**config.mk**
```make
export PLATFORM = sky130hd
export DESIGN_NAME = alu_seq
export DESIGN_NICKNAME = d
export VERILOG_FILES = /design/src/rtl/alu_seq_pkg.sv /design/src/rtl/alu_mul_iter.sv /design/src/rtl/alu_seq.sv
export SDC_FILE = /design/constraint.sdc
export NUM_CORES = 1
export LEC_CHECK = 0
export CAP_MARGIN = 20
export CORE_UTILIZATION = 47
export DETAILED_ROUTE_END_ITERATION = 10
export GPL_TIMING_DRIVEN = 0
export PLACE_DENSITY = 0.78
export SLEW_MARGIN = 40
export SYNTH_ARGS = -nofsm -noshare
export SYNTH_HDL_FRONTEND = slang
export SYNTH_SLANG_ARGS = --single-unit
```
**constraint.sdc**
```tcl
create_clock -name clk -period 1.2 [get_ports clk]
set_input_delay 0.24 -clock clk [delete_from_list [all_inputs] [get_ports clk]]
set_output_delay 0.24 -clock clk [all_outputs]
set_load 0.02 [all_outputs]
```
**src/rtl/alu_seq_pkg.sv**
```systemverilog
// Shared types for alu_seq: opcode map, FSM states, opcode width.
// Latency: n/a (types and constants only).
// Backpressure: n/a.
package alu_seq_pkg;

   localparam int OP_W = 4;

   typedef enum logic [OP_W-1:0] {
      OP_ADD   = 4'd0,
      OP_SUB   = 4'd1,
      OP_AND   = 4'd2,
      OP_OR    = 4'd3,
      OP_XOR   = 4'd4,
      OP_NOT   = 4'd5,
      OP_SHL1  = 4'd6,
      OP_SHR1  = 4'd7,
      OP_ADC   = 4'd8,
      OP_SBB   = 4'd9,
      OP_SRA1  = 4'd10,
      OP_ROL1  = 4'd11,
      OP_ROR1  = 4'd12,
      OP_MUL   = 4'd13,
      OP_RSV14 = 4'd14,
      OP_RSV15 = 4'd15
   } op_e;

   typedef enum logic [1:0] {
      IDLE = 2'd0,
      BUSY = 2'd1,
      RESP = 2'd2
   } state_e;

endpackage

```
**src/rtl/alu_mul_iter.sv**
```systemverilog
// Iterative unsigned shift-add multiplier, one bit of b per cycle.
// Latency: start edge plus WIDTH step cycles; done is high during the last step.
// Backpressure: none; the caller pulses start only when idle.
// Ports: clk, rst (async, active-high), start (loads a/b),
//        a, b (operands) -> done (final step this cycle), prod (2*WIDTH product).
module alu_mul_iter #(
   parameter int WIDTH = 8
) (
   input  logic               clk,
   input  logic               rst,
   input  logic               start,
   input  logic [WIDTH-1:0]   a,
   input  logic [WIDTH-1:0]   b,
   output logic               done,
   output logic [2*WIDTH-1:0] prod
);

   localparam int CNT_W = $clog2(WIDTH + 1);

   logic [WIDTH-1:0]   mcand;
   // Upper half accumulates partial sums; lower half holds the multiplier
   // bits not yet consumed, shifted out one per step.
   logic [2*WIDTH-1:0] acc;
   logic [2*WIDTH-1:0] acc_nxt;
   logic [WIDTH:0]     sum;
   logic [CNT_W-1:0]   cnt;

   always_comb begin
      sum     = {1'b0, acc[2*WIDTH-1:WIDTH]} + (acc[0] ? {1'b0, mcand} : {(WIDTH+1){1'b0}});
      acc_nxt = {sum, acc[WIDTH-1:1]};
   end

   // prod is the post-step value so the caller can capture it on the
   // same edge as the final step, keeping BUSY at exactly WIDTH cycles.
   assign done = (cnt == CNT_W'(1));
   assign prod = acc_nxt;

   always_ff @(posedge clk or posedge rst) begin
      if (rst) begin
         mcand <= '0;
         acc   <= '0;
         cnt   <= '0;
      end else if (start) begin
         mcand <= a;
         acc   <= {{WIDTH{1'b0}}, b};
         cnt   <= CNT_W'(WIDTH);
      end else if (cnt != '0) begin
         acc <= acc_nxt;
         cnt <= cnt - CNT_W'(1);
      end
   end

endmodule

```
**src/rtl/alu_seq.sv**
```systemverilog
// Registered ALU with valid/ready on both sides, full C/Z/N/V flags, optional iterative MUL.
// Latency: 1 cycle for single-cycle ops, WIDTH+1 for MUL (macro ALU_SEQ_MUL_EN).
// Backpressure: result held in RESP until out_ready; in_ready low outside IDLE.
// Ports: clk, rst (async, active-high); in_valid/in_ready, a, b, op, cin (issue side);
//        out_valid/out_ready, y, y_hi, carry, zero, neg, ovf, err (result side).
// Without ALU_SEQ_MUL_EN, op 13 is reported as illegal and no multiplier is built.
module alu_seq
   import alu_seq_pkg::*;
#(
   parameter int WIDTH = 8
) (
   input  logic             clk,
   input  logic             rst,
   input  logic             in_valid,
   output logic             in_ready,
   input  logic [WIDTH-1:0] a,
   input  logic [WIDTH-1:0] b,
   input  logic [OP_W-1:0]  op,
   input  logic             cin,
   output logic             out_valid,
   input  logic             out_ready,
   output logic [WIDTH-1:0] y,
   output logic [WIDTH-1:0] y_hi,
   output logic             carry,
   output logic             zero,
   output logic             neg,
   output logic             ovf,
   output logic             err
);

   localparam int MSB = WIDTH - 1;

   state_e state, state_nxt;
   logic   accept;
   logic   is_mul;

   logic [WIDTH-1:0] alu_y;
   logic [WIDTH:0]   ext;
   logic             alu_c, alu_v, alu_err;

   assign accept = in_valid & in_ready;

`ifdef ALU_SEQ_MUL_EN
   logic               mul_start;
   logic               mul_done;
   logic [2*WIDTH-1:0] mul_prod;

   assign is_mul    = (op == OP_MUL);
   assign mul_start = accept & is_mul;

   alu_mul_iter #(.WIDTH(WIDTH)) u_mul (
      .clk   (clk),
      .rst   (rst),
      .start (mul_start),
      .a     (a),
      .b     (b),
      .done  (mul_done),
      .prod  (mul_prod)
   );
`else
   assign is_mul = 1'b0;
`endif

   // Single-cycle datapath; evaluated straight off the inputs in the accept cycle.
   always_comb begin
      alu_y   = '0;
      alu_c   = 1'b0;
      alu_v   = 1'b0;
      alu_err = 1'b0;
      ext     = '0;
      case (op_e'(op))
         OP_ADD, OP_ADC: begin
            ext   = {1'b0, a} + {1'b0, b} + {{WIDTH{1'b0}}, (op == OP_ADC) & cin};
            alu_y = ext[MSB:0];
            alu_c = ext[WIDTH];
            alu_v = (a[MSB] == b[MSB]) && (alu_y[MSB] != a[MSB]);
         end
         OP_SUB, OP_SBB: begin
            // Top bit of the WIDTH+1 difference is the borrow.
            ext   = {1'b0, a} - {1'b0, b} - {{WIDTH{1'b0}}, (op == OP_SBB) & cin};
            alu_y = ext[MSB:0];
            alu_c = ext[WIDTH];
            alu_v = (a[MSB] != b[MSB]) && (alu_y[MSB] != a[MSB]);
         end
         OP_AND:  alu_y = a & b;
         OP_OR:   alu_y = a | b;
         OP_XOR:  alu_y = a ^ b;
         OP_NOT:  alu_y = ~a;
         OP_SHL1: begin alu_y = {a[MSB-1:0], 1'b0};   alu_c = a[MSB]; end
         OP_SHR1: begin alu_y = {1'b0, a[MSB:1]};     alu_c = a[0];   end
         OP_SRA1: begin alu_y = {a[MSB], a[MSB:1]};   alu_c = a[0];   end
         OP_ROL1: begin alu_y = {a[MSB-1:0], a[MSB]}; alu_c = a[MSB]; end
         OP_ROR1: begin alu_y = {a[0], a[MSB:1]};     alu_c = a[0];   end
`ifdef ALU_SEQ_MUL_EN
         OP_MUL:  ;
`endif
         default: alu_err = 1'b1;
      endcase
   end

   always_ff @(posedge clk or posedge rst) begin
      if (rst) state <= IDLE;
      else     state <= state_nxt;
   end

   always_comb begin
      state_nxt = state;
      case (state)
         IDLE: if (accept) state_nxt = is_mul ? BUSY : RESP;
`ifdef ALU_SEQ_MUL_EN
         BUSY: if (mul_done) state_nxt = RESP;
`endif
         RESP: if (out_ready) state_nxt = IDLE;
         default: state_nxt = IDLE;
      endcase
   end

   always_comb begin
      in_ready  = (state == IDLE);
      out_valid = (state == RESP);
   end

   // Result registers: written only on accept or on MUL completion, so they
   // stay stable for as long as RESP is backpressured.
   always_ff @(posedge clk or posedge rst) begin
      if (rst) begin
         y     <= '0;
         y_hi  <= '0;
         carry <= 1'b0;
         zero  <= 1'b0;
         neg   <= 1'b0;
         ovf   <= 1'b0;
         err   <= 1'b0;
      end else if (accept && !is_mul) begin
         y     <= alu_y;
         y_hi  <= '0;
         carry <= alu_c;
         zero  <= ~alu_err & (alu_y == '0);
         neg   <= alu_y[MSB];
         ovf   <= alu_v;
         err   <= alu_err;
      end
`ifdef ALU_SEQ_MUL_EN
      else if (state == BUSY && mul_done) begin
         y     <= mul_prod[MSB:0];
         y_hi  <= mul_prod[2*WIDTH-1:WIDTH];
         carry <= |mul_prod[2*WIDTH-1:WIDTH];
         zero  <= (mul_prod == '0);
         neg   <= mul_prod[MSB];
         ovf   <= 1'b0;
         err   <= 1'b0;
      end
`endif
   end

endmodule
```
# After elaboration in Yosys (flattened, before gate mapping)
# Cells that the tools add are included.
# op_classes
reduce_logical	11
n_mux	7
eq_ne	19
n_bitwise	8
add_sub_neg	4
# op_table
operator	n
case mux 8 bit (11 select lines)	1
equality test 4 bit (second input constant)	5
equality test 4 x 3 -> 1 bit (second input constant)	4
OR reduction 13 bit	1
adder 8 x 8 -> 9 bit	1
adder 9 x 1 -> 9 bit	1
subtractor 8 x 8 -> 9 bit	1
subtractor 9 x 1 -> 9 bit	1
bitwise AND 8 bit	1
equality test 4 x 2 -> 1 bit (second input constant)	2
logical NOT 8 bit	1
inverter 8 bit	1
bitwise OR 8 bit	1
XOR 8 bit	1
OR reduction 2 bit	3
bitwise AND 1 bit	4
equality test 4 x 1 -> 1 bit (second input constant)	1
logical NOT 4 bit	1
2-to-1 mux 2 bit	2
!= test 2 x 1 -> 1 bit (second input constant)	2
case mux 1 bit (4 select lines)	1
case mux 2 bit (2 select lines)	1
!= test 1 bit	3
OR reduction 3 bit	1
7 further kinds	8
# totals
regBits	15
elab_cells	56

# Logic depth before layout (Yosys ltp)
# logic_depth
depth_word	6
mapped_depth	14
mapped_depth_nobuf	13

# Worst setup path after synthesis
# No wires, ideal clock.
# synth_path
kind	input-to-reg
from	input port op[2]
to	register zero
n_path_buf	2
arrival_ns	2.874
stages	13
required_ns	1.134
slack_ns	-1.740
path_cell_list	buf_4 buf_6 nor2_1 nand4b_1 fa_1 fa_1 o21a_1 or3_1 a32oi_1 o311a_1 nand4_1 nor3_1 a32o_2
# synth_between
elab_chain_cells	6
elab_cells_between_ends	23
classes_between	add/sub (2); eq/ne (12); mux (1); bitwise (3); reduce/logical (5)
# synth_lines
element	line	source
start, declared	alu_seq.sv:18	input logic [OP_W-1:0] op,
equality test 4 bit (on tied branches)	--	
bitwise AND 1 bit (on tied branches)	alu_seq.sv:80, alu_seq.sv:73	
subtractor 9 x 1 -> 9 bit / adder 9 x 1 -> 9 bit (equally long branches)	alu_seq.sv:80, alu_seq.sv:73	
case mux 8 bit (11 select lines)	alu_seq.sv:71	case (op_e'(op))
logical NOT 8 bit	alu_seq.sv:138	zero <= ~alu_err & (alu_y == '0);
bitwise AND 1 bit *	alu_seq.sv:138	
end signal, assigned	alu_seq.sv:138	
end, declared	alu_seq.sv:25	output logic zero,
# Every way passes the cells marked *; elsewhere a longest branch is shown, timed or not.
# A chain may end at the register's enable or synchronous reset.

# Worst setup path after layout
# Ends and elaborated chain as after synthesis.

==> flow_summary.toml <==
[cells_and_area]
drive_above_1_share_pct = 31.90
fill_cells = 356
nNetsFinal = 433
layoutNonFillerInstCount = 425
insertedDiodeCount = 0
syn2layout_area_growth_pct = 48.21

[synth]
yosys_reg_bits = 13
synthesis.area_per_instance_um2 = 7.769
synth_area_um2 = 2268
synth_edf_count = 0
synth_sequential_area_ratio_pct = 14.34
synth_ff_type = "sky130_fd_sc_hd__dfrtp_1"
ys_async_sr_fraction_pct = 100.0
synth.yosys.warnings = 0
count_of_distinct_cell_types_in_the_synthesized_netlist = 62
post_synth_inst_count = 292

[cts]
root_buffer = "sky130_fd_sc_hd__clkbuf_8"
cts_buffers = 3
clock_tree_from_tritoncts = "yes"
clk_transition_reported_paths_ns = 0.05
clockBufferDepth = 2
clock_insertion_delay_at_the_later_pin_of_the_skew_report_ns = 0.25
tritoncts_num_sinks = 13
clock_tree.htree_level_count = 1

[worst_hold_path]
type_of_the_most_critical_hold_path = "in -> async"

[grt]
grt_pass1_wl_mm = 11.24
initial_antenna_violation_count = 0
grt_pass1_vias = 2414
grt_max_degree = 14
overflow = 0
grt.total_usage_pct = 27.67

[outcome]
failing_checks = "negative setup slack"
run_status = "finished, violations left"

[place]
numPlacedInstances = 390
globalplace.congestion = 0.8892
place_ws_ns = -2.595
place.detailed.hpwl_mm = 5.055
port_buffers = 39

[sta]
rsz0062_at_grt = "true"
clock_skew_ns = 0.004327
min_period_ns = 2.800
maxSlewHeadroom_pct = 37.06
layout_worst_path_cycle_share_pct = 233.3
final_critical_path_setup_slack_ns = -1.600
timing_hold_violations_final = 0
max_freq_mhz = 357.2
maxSlewViolCount = 0
finalSetupViolations = 11
tightestPinTransition_ns = 0.9442

[worst_setup_path]
critical_path_arrival_ns = 2.99
critPathRequiredTime_ns = 1.39
worst_setup_path_end_kind = "register"
critical_path.max_fanout = 2
crit_path_category = "in -> reg"
reg2reg_to = "zero"
worst_setup_path_start_kind = "input pin"
r2r_slack_ns = -0.18
worst_r2r_path_depth = 6
reg2reg_launch_point = "state[1]"

[die]
pin_count = 48
core.rowCount = 24
die-width_um = 71.47
core-area_um2 = 4504
die-area_um2 = 5108
die_h_um = 71.47
initial_core_util_pct = 50.36

[pwr]
power_mw = 2.779
vdd_ir_drop_max_mv = 0.4449
power.static_leakage_nw = 1.565
power.density_nw_per_um2 = 826.6

[route]
drcViolationCount = 0
wirelength_mm = 7.339
route.vias.total = 2576
wl_per_cell_um = 17.27
avgViaCountPerCell = 6.061
first_iter_violations = 267
route.antenna.remaining_nets = 0
first_drt_pass_iteration_count = 5

[job]
cap_viol_max_count = 0
-- synthesized netlist by cell type, types with 5 or more instances --
master,instances,area [um2]
sky130_fd_sc_hd__ha_1,30,375.4
sky130_fd_sc_hd__buf_4,13,97.59
sky130_fd_sc_hd__o21ai_0,18,90.09
sky130_fd_sc_hd__dfrtp_1,13,325.3
sky130_fd_sc_hd__nor2_1,22,82.58
sky130_fd_sc_hd__nand2b_1,9,56.30
sky130_fd_sc_hd__nor3_1,8,40.04
sky130_fd_sc_hd__nand2_1,26,97.59
sky130_fd_sc_hd__inv_1,29,108.9
sky130_fd_sc_hd__a21oi_1,18,90.09
sky130_fd_sc_hd__nor2b_1,5,31.28
sky130_fd_sc_hd__a21o_1,5,37.54
-- logic make-up after synthesis --
| group | after synthesis | synth area share (%) |
|---|---|---|
| compound gates | 89 | 27.86 |
| fa+ha+maj | 34 | 20.08 |
| mux | 5 | 2.372 |
| other cells | 1 | 0.1653 |
| flops | 13 | 14.34 |
| buf+inv | 49 | 11.75 |
| simple gates | 93 | 20.35 |
| xor+xnor | 8 | 3.088 |
-- critical path, cell delays in order --
cell and delay, ns:
sky130_fd_sc_hd__buf_8 0.10, sky130_fd_sc_hd__buf_8 0.11, sky130_fd_sc_hd__buf_8 0.11, sky130_fd_sc_hd__nor2_4 0.09, sky130_fd_sc_hd__nand4b_1 0.13, sky130_fd_sc_hd__fa_2 0.39
sky130_fd_sc_hd__fa_2 0.37, sky130_fd_sc_hd__o21a_1 0.19, sky130_fd_sc_hd__or3_1 0.32, sky130_fd_sc_hd__a32oi_1 0.21, sky130_fd_sc_hd__o311a_1 0.25, sky130_fd_sc_hd__nand4_1 0.11
sky130_fd_sc_hd__nor3_2 0.19, sky130_fd_sc_hd__a32o_2 0.18
-- worst max path at each step --
stage	from	depth (start not counted)	slack, ns	end
after global routing	op[0]	16	-1.73	zero
after global placement	op[0]	14	-2.60	zero
after CTS	op[2]	14	-1.67	zero
after floorplan	op[2]	13	-1.59	zero
final	op[2]	14	-1.60	zero
after detailed placement	op[0]	14	-2.60	zero
-- power breakdown --
group | switching [mW] | internal [mW] | leakage (nW) | total [mW]
logic | 0.966 | 0.836 | 1.38 | 1.80
registers | 0.0523 | 0.532 | 0.166 | 0.584
clock network | 0.158 | 0.235 | 0.0228 | 0.393
-- sequential cells by signal, indices dropped and copies added, names as in the netlist --
name,flops
ovf,1
carry,1
state,1
err,1
y,8
zero,1
-- final cells by class --
class / instances / area (um2) / share of cell area [%]
clock buffers: 4 / 45.04 / 1.340
well taps: 52 / 65.06 / 1.935
repair buffers: 70 / 633.1 / 18.83
inverters: 29 / 108.9 / 3.238
flip-flops and latches: 13 / 325.3 / 9.676
multi-input cells: 237 / 1987 / 59.10
plain buffers: 20 / 197.7 / 5.880
-- placed cells by master, fill, tap and decap left out, types with 4 or more instances in the layout --
cell type / instances
sky130_fd_sc_hd__dfrtp_1: 13
sky130_fd_sc_hd__fa_2: 4
sky130_fd_sc_hd__nor2b_1: 4
sky130_fd_sc_hd__or3_1: 4
sky130_fd_sc_hd__ha_4: 4
sky130_fd_sc_hd__nand2b_1: 7
sky130_fd_sc_hd__a21o_1: 5
sky130_fd_sc_hd__o21ai_1: 5
sky130_fd_sc_hd__xor2_1: 4
sky130_fd_sc_hd__nor3_1: 5
sky130_fd_sc_hd__ha_1: 21
sky130_fd_sc_hd__conb_1: 8
sky130_fd_sc_hd__a21oi_1: 15
sky130_fd_sc_hd__buf_8: 6
sky130_fd_sc_hd__o21ai_0: 11
sky130_fd_sc_hd__nor2_1: 20
sky130_fd_sc_hd__ha_2: 5
sky130_fd_sc_hd__clkdlybuf4s50_1: 12
sky130_fd_sc_hd__inv_1: 25
sky130_fd_sc_hd__nand2_1: 25
sky130_fd_sc_hd__dlygate4sd2_1: 9
sky130_fd_sc_hd__buf_2: 4
sky130_fd_sc_hd__inv_2: 4
sky130_fd_sc_hd__clkdlybuf4s15_1: 7
sky130_fd_sc_hd__o21ai_2: 5
sky130_fd_sc_hd__buf_4: 35
sky130_fd_sc_hd__buf_6: 8
-- per-stage QoR --
| step | hold slack [ns] | TNS (ns) | util (%) | instance area, um2 |
|---|---|---|---|---|
| after CTS | 0.3317 | -14.60 | 70.03 | 3154 |
| after detailed placement | 0.4625 | -24.71 | 62.69 | 2824 |
| after floorplan | 0.1170 | -12.94 | - | 2369 |
| after global placement | 0.4579 | -24.37 | 62.69 | 2824 |
| after global routing | 0.3729 | -15.70 | 74.64 | 3362 |
| final | 0.3113 | -14.72 | 74.64 | 3362 |
-- per-layer routing --
layer  wire, um  vias up  GRT usage, %
li1           -     1203             -
met1       3049     1225         35.27
met2       3625      127         49.10
met3        505       21         1.969
met4        160        0         10.24
met5          0        -             0
-- repair_timing --
action,4_1_cts,5_1_grt
hold endpoints to repair,0,0
hold buffers,0,0
buffers inserted,26,8
setup endpoints to repair,27,19
gates resized for setup,82,39
pin swaps,22,19
No activity file was read; power rests on OpenSTA's default activity.
